## src/rtl/alu_seq_if.sv

```systemverilog
// Request/result bundle between the ID/EX operand latches, the registered ALU and the EX/MEM stage.
// The master side issues operations and consumes results; the slave side is the ALU.
interface alu_seq_if #(
    parameter int WIDTH = 32
);
    logic             in_valid;
    logic             in_ready;
    logic [1:0]       alu_op;
    logic [5:0]       funct;
    logic [WIDTH-1:0] a;
    logic [WIDTH-1:0] b;
    logic             out_valid;
    logic             out_ready;
    logic [WIDTH-1:0] result;
    logic             zero;
    logic             ovf;
    logic [3:0]       alu_ctl;
    logic             err;

    modport master (
        output in_valid, alu_op, funct, a, b, out_ready,
        input  in_ready, out_valid, result, zero, ovf, alu_ctl, err
    );

    modport slave (
        input  in_valid, alu_op, funct, a, b, out_ready,
        output in_ready, out_valid, result, zero, ovf, alu_ctl, err
    );
endinterface

```

## src/rtl/alu_seq.sv

```systemverilog
// Registered MIPS ALU with valid/ready handshakes on both sides.
// Define ALU_SEQ_MUL_EN to add the multi-cycle shift-add multiply (funct 1000, BUSY state).
module alu_seq #(
    parameter int WIDTH = 32
) (
    input  logic     clk,
    input  logic     rst_n,
    alu_seq_if.slave bus
);

    localparam logic [3:0] CTL_ADD = 4'b0010;
    localparam logic [3:0] CTL_SUB = 4'b0110;
    localparam logic [3:0] CTL_AND = 4'b0000;
    localparam logic [3:0] CTL_OR  = 4'b0001;
    localparam logic [3:0] CTL_NOR = 4'b1100;
    localparam logic [3:0] CTL_SLT = 4'b0111;
    localparam logic [3:0] CTL_ERR = 4'b1111;

`ifdef ALU_SEQ_MUL_EN
    localparam logic [3:0] CTL_MUL = 4'b0011;
    localparam int         CNT_W   = $clog2(WIDTH) + 1;

    typedef enum logic [1:0] {
        IDLE = 2'd0,
        BUSY = 2'd1,
        FULL = 2'd2
    } state_t;
`else
    typedef enum logic {
        IDLE = 1'b0,
        FULL = 1'b1
    } state_t;
`endif

    state_t state_q, state_d;

    logic [WIDTH-1:0] result_q, result_d;
    logic             zero_q, zero_d;
    logic             ovf_q, ovf_d;
    logic [3:0]       ctl_q, ctl_d;
    logic             err_q, err_d;

    logic [3:0]       ctlDec;
    logic             errDec;
    logic [WIDTH-1:0] sum;
    logic [WIDTH-1:0] diff;
    logic [WIDTH-1:0] opResult;
    logic             opOvf;
    logic             inReady;
    logic             accept;
    logic             unusedFunct;

`ifdef ALU_SEQ_MUL_EN
    logic [WIDTH-1:0] mcand_q, mcand_d;
    logic [WIDTH-1:0] mplier_q, mplier_d;
    logic [WIDTH-1:0] acc_q, acc_d;
    logic [CNT_W-1:0] cnt_q, cnt_d;
    logic [WIDTH-1:0] accNext;

    assign accNext = acc_q + (mplier_q[0] ? mcand_q : '0);
    assign inReady = (state_q == IDLE) | ((state_q == FULL) & bus.out_ready);
`else
    assign inReady = (state_q == IDLE) | bus.out_ready;
`endif

    assign accept      = bus.in_valid & inReady;
    assign unusedFunct = &{1'b0, bus.funct[5:4]};
    assign sum         = bus.a + bus.b;
    assign diff        = bus.a - bus.b;

    // Only funct[3:0] distinguishes the supported R-type ops.
    always_comb begin
        ctlDec = CTL_ERR;
        errDec = 1'b1;
        case (bus.alu_op)
            2'b00: begin
                ctlDec = CTL_ADD;
                errDec = 1'b0;
            end
            2'b01: begin
                ctlDec = CTL_SUB;
                errDec = 1'b0;
            end
            2'b10: begin
                errDec = 1'b0;
                case (bus.funct[3:0])
                    4'b0000: ctlDec = CTL_ADD;
                    4'b0010: ctlDec = CTL_SUB;
                    4'b0100: ctlDec = CTL_AND;
                    4'b0101: ctlDec = CTL_OR;
                    4'b0111: ctlDec = CTL_NOR;
                    4'b1010: ctlDec = CTL_SLT;
`ifdef ALU_SEQ_MUL_EN
                    4'b1000: ctlDec = CTL_MUL;
`endif
                    default: errDec = 1'b1;
                endcase
            end
            default: ;
        endcase
    end

    always_comb begin
        opResult = '0;
        opOvf    = 1'b0;
        case (ctlDec)
            CTL_ADD: begin
                opResult = sum;
                opOvf    = (bus.a[WIDTH-1] == bus.b[WIDTH-1]) && (sum[WIDTH-1] != bus.a[WIDTH-1]);
            end
            CTL_SUB: begin
                opResult = diff;
                opOvf    = (bus.a[WIDTH-1] != bus.b[WIDTH-1]) && (diff[WIDTH-1] != bus.a[WIDTH-1]);
            end
            CTL_AND: opResult = bus.a & bus.b;
            CTL_OR:  opResult = bus.a | bus.b;
            CTL_NOR: opResult = ~(bus.a | bus.b);
            CTL_SLT: opResult = {{(WIDTH-1){1'b0}}, ($signed(bus.a) < $signed(bus.b))};
            default: ;
        endcase
    end

    always_ff @(posedge clk or negedge rst_n) begin
        if (!rst_n) begin
            state_q <= IDLE;
        end else begin
            state_q <= state_d;
        end
    end

    // A new accept while FULL replaces the held result in the same edge, giving one op per cycle.
    always_comb begin
        state_d  = state_q;
        result_d = result_q;
        zero_d   = zero_q;
        ovf_d    = ovf_q;
        ctl_d    = ctl_q;
        err_d    = err_q;
`ifdef ALU_SEQ_MUL_EN
        mcand_d  = mcand_q;
        mplier_d = mplier_q;
        acc_d    = acc_q;
        cnt_d    = cnt_q;

        if (state_q == BUSY) begin
            acc_d    = accNext;
            mcand_d  = mcand_q << 1;
            mplier_d = mplier_q >> 1;
            cnt_d    = cnt_q + 1'b1;
            if (cnt_q == CNT_W'(WIDTH - 1)) begin
                state_d  = FULL;
                result_d = accNext;
                zero_d   = (accNext == '0);
                ovf_d    = 1'b0;
                ctl_d    = CTL_MUL;
                err_d    = 1'b0;
                cnt_d    = '0;
            end
        end else
`endif
        if (accept) begin
`ifdef ALU_SEQ_MUL_EN
            if (ctlDec == CTL_MUL) begin
                state_d  = BUSY;
                mcand_d  = bus.a;
                mplier_d = bus.b;
                acc_d    = '0;
                cnt_d    = '0;
            end else
`endif
            begin
                state_d  = FULL;
                result_d = opResult;
                zero_d   = (opResult == '0);
                ovf_d    = opOvf;
                ctl_d    = ctlDec;
                err_d    = errDec;
            end
        end else if ((state_q == FULL) && bus.out_ready) begin
            state_d = IDLE;
        end
    end

    always_ff @(posedge clk or negedge rst_n) begin
        if (!rst_n) begin
            result_q <= '0;
            zero_q   <= 1'b0;
            ovf_q    <= 1'b0;
            ctl_q    <= 4'b0000;
            err_q    <= 1'b0;
`ifdef ALU_SEQ_MUL_EN
            mcand_q  <= '0;
            mplier_q <= '0;
            acc_q    <= '0;
            cnt_q    <= '0;
`endif
        end else begin
            result_q <= result_d;
            zero_q   <= zero_d;
            ovf_q    <= ovf_d;
            ctl_q    <= ctl_d;
            err_q    <= err_d;
`ifdef ALU_SEQ_MUL_EN
            mcand_q  <= mcand_d;
            mplier_q <= mplier_d;
            acc_q    <= acc_d;
            cnt_q    <= cnt_d;
`endif
        end
    end

    assign bus.in_ready  = inReady;
    assign bus.out_valid = (state_q == FULL);
    assign bus.result    = result_q;
    assign bus.zero      = zero_q;
    assign bus.ovf       = ovf_q;
    assign bus.alu_ctl   = ctl_q;
    assign bus.err       = err_q;

endmodule
```

## src/flat_wrapper.sv

```systemverilog
// flat-port wrapper written by rule: the top's interface ports become plain ports
module alu_seq_flat 
#(
    parameter int WIDTH = 32
)
  (clk, rst_n, bus_in_valid, bus_alu_op, bus_funct, bus_a, bus_b, bus_out_ready, bus_in_ready, bus_out_valid, bus_result, bus_zero, bus_ovf, bus_alu_ctl, bus_err);
  alu_seq_if #(.WIDTH(WIDTH)) bus_i ();
  input  logic clk;
  input  logic rst_n;
  input wire logic [$bits(bus_i.in_valid)-1:0] bus_in_valid;
  input wire logic [$bits(bus_i.alu_op)-1:0] bus_alu_op;
  input wire logic [$bits(bus_i.funct)-1:0] bus_funct;
  input wire logic [$bits(bus_i.a)-1:0] bus_a;
  input wire logic [$bits(bus_i.b)-1:0] bus_b;
  input wire logic [$bits(bus_i.out_ready)-1:0] bus_out_ready;
  output wire logic [$bits(bus_i.in_ready)-1:0] bus_in_ready;
  output wire logic [$bits(bus_i.out_valid)-1:0] bus_out_valid;
  output wire logic [$bits(bus_i.result)-1:0] bus_result;
  output wire logic [$bits(bus_i.zero)-1:0] bus_zero;
  output wire logic [$bits(bus_i.ovf)-1:0] bus_ovf;
  output wire logic [$bits(bus_i.alu_ctl)-1:0] bus_alu_ctl;
  output wire logic [$bits(bus_i.err)-1:0] bus_err;
  assign bus_i.in_valid = bus_in_valid;
  assign bus_i.alu_op = bus_alu_op;
  assign bus_i.funct = bus_funct;
  assign bus_i.a = bus_a;
  assign bus_i.b = bus_b;
  assign bus_i.out_ready = bus_out_ready;
  assign bus_in_ready = bus_i.in_ready;
  assign bus_out_valid = bus_i.out_valid;
  assign bus_result = bus_i.result;
  assign bus_zero = bus_i.zero;
  assign bus_ovf = bus_i.ovf;
  assign bus_alu_ctl = bus_i.alu_ctl;
  assign bus_err = bus_i.err;
  alu_seq #(.WIDTH(WIDTH)) u_core (.clk(clk), .rst_n(rst_n), .bus(bus_i));
endmodule
```

## config.mk

```make
export PLATFORM = sky130hd
export DESIGN_NAME = alu_seq_flat
export DESIGN_NICKNAME = d
export VERILOG_FILES = /design/src/rtl/alu_seq_if.sv /design/src/rtl/alu_seq.sv /design/src/flat_wrapper.sv
export SDC_FILE = /design/constraint.sdc
export NUM_CORES = 1
export LEC_CHECK = 0
export BUFFER_PORTS_ARGS = -buffer_cell sky130_fd_sc_hd__buf_2
export CAP_MARGIN = 10
export CELL_PAD_IN_SITES_DETAIL_PLACEMENT = 1
export CELL_PAD_IN_SITES_GLOBAL_PLACEMENT = 1
export CORE_MARGIN = 3
export CORE_UTILIZATION = 30
export DETAILED_ROUTE_END_ITERATION = 6
export PLACE_DENSITY = 0.59
export SLEW_MARGIN = 20
export SYNTH_ARGS = -nofsm -noshare
export SYNTH_HDL_FRONTEND = slang
export SYNTH_SLANG_ARGS = --single-unit
export TNS_END_PERCENT = 5
```

## constraint.sdc

```tcl
create_clock -name clk -period 3.5 [get_ports clk]
set_input_delay 0.175 -clock clk [delete_from_list [all_inputs] [get_ports clk]]
set_output_delay 0.175 -clock clk [all_outputs]
set_load 0.03 [all_outputs]
```

==> qor.txt, run 1 <==
Clock Latency Late Sink - 280 ps
Final hold vios - 0
RSZ-0062 raised after global routing - false
Core ar. - 0.0245 mm²
Die Y - 164 µm
Max_slew headroom - 41.5%
Gr usage total - 21.7%
Synth cell types - 87
Post-synthesis mux area share - 0.667%
CP Launch Type - input port
Met2 usage - 34.8%
Fin crit share - 93.9%
H-tree Lvls - 2
Crit Path Class - in2reg
Yosys warning total - 0
DRT antenna net count - 0
DRT iter0 DRCs - 575
Final min period - 3290 ps
Synth top area share - 16.0%
Max Root-Sink Buffers - 2
Post-Synth Simple-Gate Area - 23.4%
Die X - 164 µm
Num rows - 57
Met3 usage - 2.12%
Pwr per Cell Area - 305 mW/mm²
Worst r2r src - u_core.bus.out_valid$_DFFE_PN0P_
Peak supply drop - 269 µV
Initial DRT Pass Iterations - 5
Adder-Cell Fraction of Synth Area - 16.5%
Max Fanout on Critical Path - 3
Vias - 8709
Ys async rst share - 100%
Worst reg2reg endpoint - u_core.bus.zero$_DFFE_PN0P_
PortBufs - 114
Wirelength, routed - 29900 µm
Area leader, netlist - ha_1
Filler cells - 3144
Post-synthesis xor/xnor area fraction - 1.75%
Dpl cell area - 0.00899 mm²
Top_reg_cell synth - dfrtp_1
Final setup viols - 0
Area occupied by multi-input gates - 0.00582 mm²
Worst Reg-to-Reg Cells - 10
Clock slew at reported path FFs - 60 ps
R2r setup slk - 1480 ps
Count of state elements after synthesis - 40
Fin area - 0.00919 mm²
Top post-synthesis cells by area - ha_1 (16%), dfrtp_1 (13%), nand2_1 (6.9%)
# IOs - 117
Placer congestion estimate - 0.898
Antenna diodes - 0
Initial antenna violation count - 0
CTS tree - done
Fraction of layout instances using a drive strength above 1 - 21.3%
Synth Area in Compound Gates - 35.0%
PnR Total Power - 2.80 mW
Clock Sinks - 40
Busiest grt layer - met2
Slew @ Worst Pin - 878 ps
Fmax - 304 MHz
First-pass GRT wire length - 47200 µm
Via density - 5.55
Drt drc - 0
Final slew viol count - 0
HPWL after DPL - 24600 µm
Total Neg Setup Slack - 0 ps
Avg WL per Cell - 19.1 µm
Starting density of the core - 30.7%
Met1 usage - 31.9%
# nets final - 1419
Layout area overhead - 22.5%
Vias in the first global route - 8551
Cell area after synthesis - 0.00750 mm²
Post-Syn Instances - 1092
Largest family of logic cells by synthesized area - compound AO/OA/AOI/OAI gates
DIE AREA - 0.0269 mm²
Syn Nets - 1266
Largest net degree at the start of global routing - 68
Root Driver - clkbuf_16
Post-synth EDFFs - 0
Grt total ovfl - 0
Worst Path Required - 3670 ps
Status - finished, final reports clean
Max-cap violations - 0
Leakage power - 4.33 nW
Endpoint class of the critical path - flip-flop
Sequential area share after synthesis - 13.3%
Hold WC Path Type - in2async
Worst-case clock skew - 1.86 ps
Reg area - 0.00100 mm²
# hold bufs at CTS - 0
Avg Cell Area, Syn - 6.87 µm²
Hold Slack - 14.0 ps
Crit path DAT - 3460 ps
Num CTS Buffers - 5
-- through the flow --
step,util [%],worst slack [ps],cells
final,37.5,213,1570
after global routing,37.5,0.0253,1570
after CTS,37.5,105,1570
after detailed placement,36.8,-196,1562
after global placement,36.8,-168,1562
after floorplan,-,574,1092
-- critical path, stage by stage --
cell and delay (ps):
buf_2 110, ha_1 170, inv_1 60, fa_1 390
nand2b_4 170, a2111o_1 450, a2111oi_2 390, nor3_1 170
nand2_1 170, a21oi_1 100, o311ai_0 780, nor4_1 120
nand3_1 130, o31ai_2 60
-- worst max-delay path by stage --
stage,from,end,slack [ps],cells past startpoint
floorplan,bus_b[0],u_core.bus.zero$_DFFE_PN0P_,570,14
global placement,bus_b[4],u_core.bus.zero$_DFFE_PN0P_,-170,15
detailed placement,bus_b[4],u_core.bus.zero$_DFFE_PN0P_,-200,15
CTS,bus_b[4],u_core.bus.zero$_DFFE_PN0P_,110,15
global route,bus_b[4],u_core.bus.zero$_DFFE_PN0P_,0.03,16
finish,bus_b[0],u_core.bus.zero$_DFFE_PN0P_,210,14
-- synth_stat cells (10+ instances only) --
library cell,n
nor4_1,12
o22ai_1,12
a31oi_1,33
a21o_1,14
buf_2,19
nand3_1,29
nor2_1,112
a21oi_1,78
inv_1,100
nor3_1,20
xnor2_1,13
ha_1,96
nand2_1,138
buf_1,11
o31ai_1,12
clkbuf_1,39
nor2b_1,10
a211oi_1,33
o21ai_0,80
dfrtp_1,40
-- flip-flops by register name, summed over array words and instances (netlist names) --
name and flops:
u_core.bus.result 32, u_core.bus.alu_ctl 4, u_core.bus.err 1, u_core.bus.out_valid 1
u_core.bus.ovf 1, u_core.bus.zero 1
-- where the power goes --
| group | internal [mW] | switching [mW] | leakage, nW |
|---|---|---|---|
| Clock | 0.375 | 0.174 | 0.0901 |
| Combinational | 0.612 | 1.06 | 3.74 |
| Sequential | 0.544 | 0.0413 | 0.502 |
| Total | 1.53 | 1.27 | 4.33 |
-- area by class of cell --
| type | instances | share of cell area [%] |
|---|---|---|
| clock buffers | 7 | 1.66 |
| clock inverters | 1 | 0.327 |
| inverters | 100 | 4.09 |
| multi-input cells | 879 | 63.4 |
| flip-flops and latches | 40 | 10.9 |
| well taps | 324 | 4.41 |
| repair buffers | 219 | 15.2 |
-- logic make-up (layout without fill, tap and decap cells) --
family / Yosys count / in the layout
fa+ha+maj: 98 / 98
xor+xnor: 15 / 15
mux: 5 / 5
buf+inv: 173 / 327
flops: 40 / 40
simple gates: 380 / 380
compound gates: 381 / 381
-- timing repair --
item	CTS	global route
endpoints found under the setup margin	0	1
gates resized for setup	0	2
setup buffers	0	0
-- layout by cell type, fill, tap and decap left out, types with 13 or more instances in the layout --
cell        n
a211oi_1   32
a21o_1     14
a21oi_1    77
a31oi_1    32
buf_2     114
buf_4     102
dfrtp_1    40
ha_1       96
inv_1     100
nand2_1   138
nand3_1    29
nor2_1    111
nor3_1     20
o21ai_0    80
xnor2_1    13
-- routing by layer --
metal / share of wire [%] / vias up
met3: 5.5 / 23
met1: 49 / 4198
met5: 0 / -
met2: 44 / 246
met4: 1.1 / 0
li1: - / 4242
(Power assumes the default switching activity.)
==> inputs of run 2 (changes only) <==
--- a/config.mk
+++ b/config.mk
@@ -9,6 +9,7 @@
 export CAP_MARGIN = 10
 export CELL_PAD_IN_SITES_DETAIL_PLACEMENT = 1
 export CELL_PAD_IN_SITES_GLOBAL_PLACEMENT = 1
+export CORE_ASPECT_RATIO = 0.7
 export CORE_MARGIN = 3
 export CORE_UTILIZATION = 30
 export DETAILED_ROUTE_END_ITERATION = 6
==> run 2 against run 1 <==
Net effect:
- sequential cell count stayed put
- core utilization is 0.61 points higher
- cell count hardly changed
- sequential power is 0.9% higher
- fmax is 0.54% lower
- register-to-register slack worse by 130 ps
- non-clock buffer count is 5 higher
- via count is 1.7% higher
- total power is 0.72% higher
- critical path depth is 1 higher
- combinational power is 2% higher
- clock-buffer cell count is 2 lower
- largest power group unchanged
==> qor.txt, run 2 (same netlist as run 1, synthesis figures left out) <==
Num rows - 47 (-18%)
Int Power - 1.50 mW (-2.1%)
Initial DRT Pass Iterations - 6 (+1)
Total Neg Setup Slack - 0 ps (unchanged)
P_sw - 1.33 mW (+4.1%)
Layout area overhead - 22.7%
Placer congestion estimate - 0.898 (-0.10%)
HPWL after DPL - 26500 µm (+7.4%)
Crit Path Class - in2reg
Clock Latency Late Sink - 280 ps (about the same)
Logic gate share of total power - 60.6% (+1.0 points)
Clock slew at reported path FFs - 60 ps (about the same)
Core ar. - 0.0241 mm² (-1.4%)
Largest net degree at the start of global routing - 62 (-8.8%)
Max reg flops - 32 (unchanged)
Leading cell types in the layout, fill and taps excluded - nand2_1 (138), buf_2 (114), nor2_1 (111), buf_4 (109), inv_1 (100)
Clock Sinks - 40 (unchanged)
Filler cells - 3117 (-0.86%)
Peak supply drop - 250 µV (-6.7%)
Wirelength, routed - 32300 µm (+7.9%)
Max Root-Sink Buffers - 2 (unchanged)
Avg WL per Cell - 20.6 µm (+8.0%)
CP Launch Type - input port
Gr usage total - 23.4% (+1.7 points)
Hold WC Path Type - in2async
Drt drc - 0 (unchanged)
Crit path DAT - 3500 ps (+40 ps)
Num CTS Buffers - 5 (unchanged)
Reg area - 0.00100 mm² (unchanged)
Die X - 195 µm (+19%)
Final setup viols - 0 (unchanged)
Status - finished, final reports clean
DRT iter0 DRCs - 692 (+20%)
Vias in the first global route - 8862 (+3.6%)
Area occupied by multi-input gates - 0.00585 mm² (+0.43%)
PortBufs - 114 (unchanged)
Pwr per Cell Area - 307 mW/mm² (+0.56%)
# IOs - 117 (unchanged)
Max Fanout on Critical Path - 3 (unchanged)
Final hold vios - 0 (unchanged)
Worst Path Required - 3700 ps (+30 ps)
Max_slew headroom - 39.8% (-1.7 points)
Switching share of power - 46.9% (+1.5 points)
Antenna diodes - 0 (unchanged)
Final slew viol count - 0 (unchanged)
Root Driver - clkbuf_16
Placed cell count - 1561 (-0.064%)
Endpoint class of the critical path - flip-flop
Seq pwr share - 20.9% (about the same)
H-tree Lvls - 2 (unchanged)
Most common cell after layout, fill and taps aside - nand2_1
# hold bufs at CTS - 0 (unchanged)
First-pass GRT wire length - 51600 µm (+9.4%)
Via density - 5.64 (+1.7%)
Fin crit share - 94.4% (+0.51 points)
Grt total ovfl - 0 (unchanged)
Fraction of layout instances using a drive strength above 1 - 21.7% (+0.47 points)
Clk pwr share - 18.5% (-1.1 points)
# nets final - 1424 (+0.35%)
Vias - 8854 (+1.7%)
Fmax - 303 MHz (-0.54%)
DIE AREA - 0.0270 mm² (+0.11%)
Slew @ Worst Pin - 903 ps (+25.2 ps)
CTS tree - done
Worst-case clock skew - 3.23 ps (+1.37 ps)
Leakage power - 4.34 nW (about the same)
Die Y - 138 µm (-16%)
Finished Layout Cells - 1569 (-0.064%)
RSZ-0062 raised after global routing - false
DRT antenna net count - 0 (unchanged)
Post-CTS Setup Bufs - 0 (unchanged)
Initial antenna violation count - 0 (unchanged)
Max-cap violations - 0 (unchanged)
Final min period - 3310 ps (+17.8 ps)
Starting density of the core - 31.1% (+0.45 points)
==> run 2: changes by cell type in the layout (fill, tap and decap cells not counted), sizes merged <==
cell | previous run | this run
buf | 219 | 224
clkinvlp | 0 | 1
clkbuf | 7 | 5
clkinv | 0 | 1
==> run 2: power by group through the flow <==
stage / Combinational [mW] / Clock, mW / Sequential (mW)
after global routing: 1.87 / 0.572 / 0.603
after detailed placement: 1.69 / 0 / 0.597
after floorplan: 0.859 / 0 / 0.758
final: 1.71 / 0.524 / 0.590
after CTS: 1.69 / 0.538 / 0.592
after global placement: 1.66 / 0 / 0.598
==> run 2: stage by stage <==
stage                     hold slack, ps  utilization (%)  power, mW  area [µm²]  worst slack [ps]
after floorplan                     -121                -       1.62        7500               574
after global placement               351             37.3       2.26        9000             -66.6
after detailed placement             352             37.3       2.28        9000             -55.1
after CTS                           51.4             38.0       2.82        9170               225
after global routing                97.2             38.2       3.05        9200              10.4
final                               7.61             38.2       2.82        9200               195
==> run 2: final timing paths <==
| check | slack [ps] | endpoint | cells after the start | start |
|---|---|---|---|---|
| worst max-delay path | 190 | u_core.bus.zero$_DFFE_PN0P_ | 15 | bus_b[21] |
| worst min-delay path | 8 | u_core.bus.result[24]$_DFFE_PN0P_ | 1 | rst_n |
| worst max register to register | 1350 | u_core.bus.zero$_DFFE_PN0P_ | 10 | u_core.bus.out_valid$_DFFE_PN0P_ |
| worst min register to register | 470 | u_core.bus.result[31]$_DFFE_PN0P_ | 2 | u_core.bus.result[31]$_DFFE_PN0P_ |
| max in group asynchronous | 2910 | u_core.bus.result[6]$_DFFE_PN0P_ | 1 | rst_n |
| min in group clk | 120 | u_core.bus.out_valid$_DFFE_PN0P_ | 2 | bus_in_valid |
==> run 2: what timing repair did <==
item                                    4_1_cts  5_1_grt
gates resized for setup                       0        6
endpoints found under the setup margin        0        1
endpoints found under the hold margin         0        0
==> run 2: final cells by class <==
cell class              instances  share of cell area (%)
clock buffers                   5                    1.36
clock inverters                 3                   0.462
inverters                     100                    4.08
multi-input cells             879                    63.6
flip-flops and latches         40                    10.9
well taps                     318                    4.32
repair buffers                224                    15.3
==> run 2: worst max-delay path, cell delays in order <==
cell       delay (ps)
buf_2              90
inv_1              50
ha_1              300
a211oi_1          540
nand2_1           220
a2111oi_0         470
a311o_1           210
a31oi_2            80
a31o_2            330
buf_4             140
a211oi_2          200
mux2i_1           100
a21oi_1           280
nand2_1           110
o31ai_2           230
==> run 2: layer usage <==
metal	GRT usage [%]	vias up	part of all wire, %
met2	36.1	251	43
met1	35.8	4337	49
met4	2.06	0	0.83
met5	0	-	0
li1	-	4247	-
met3	3.50	19	6.8
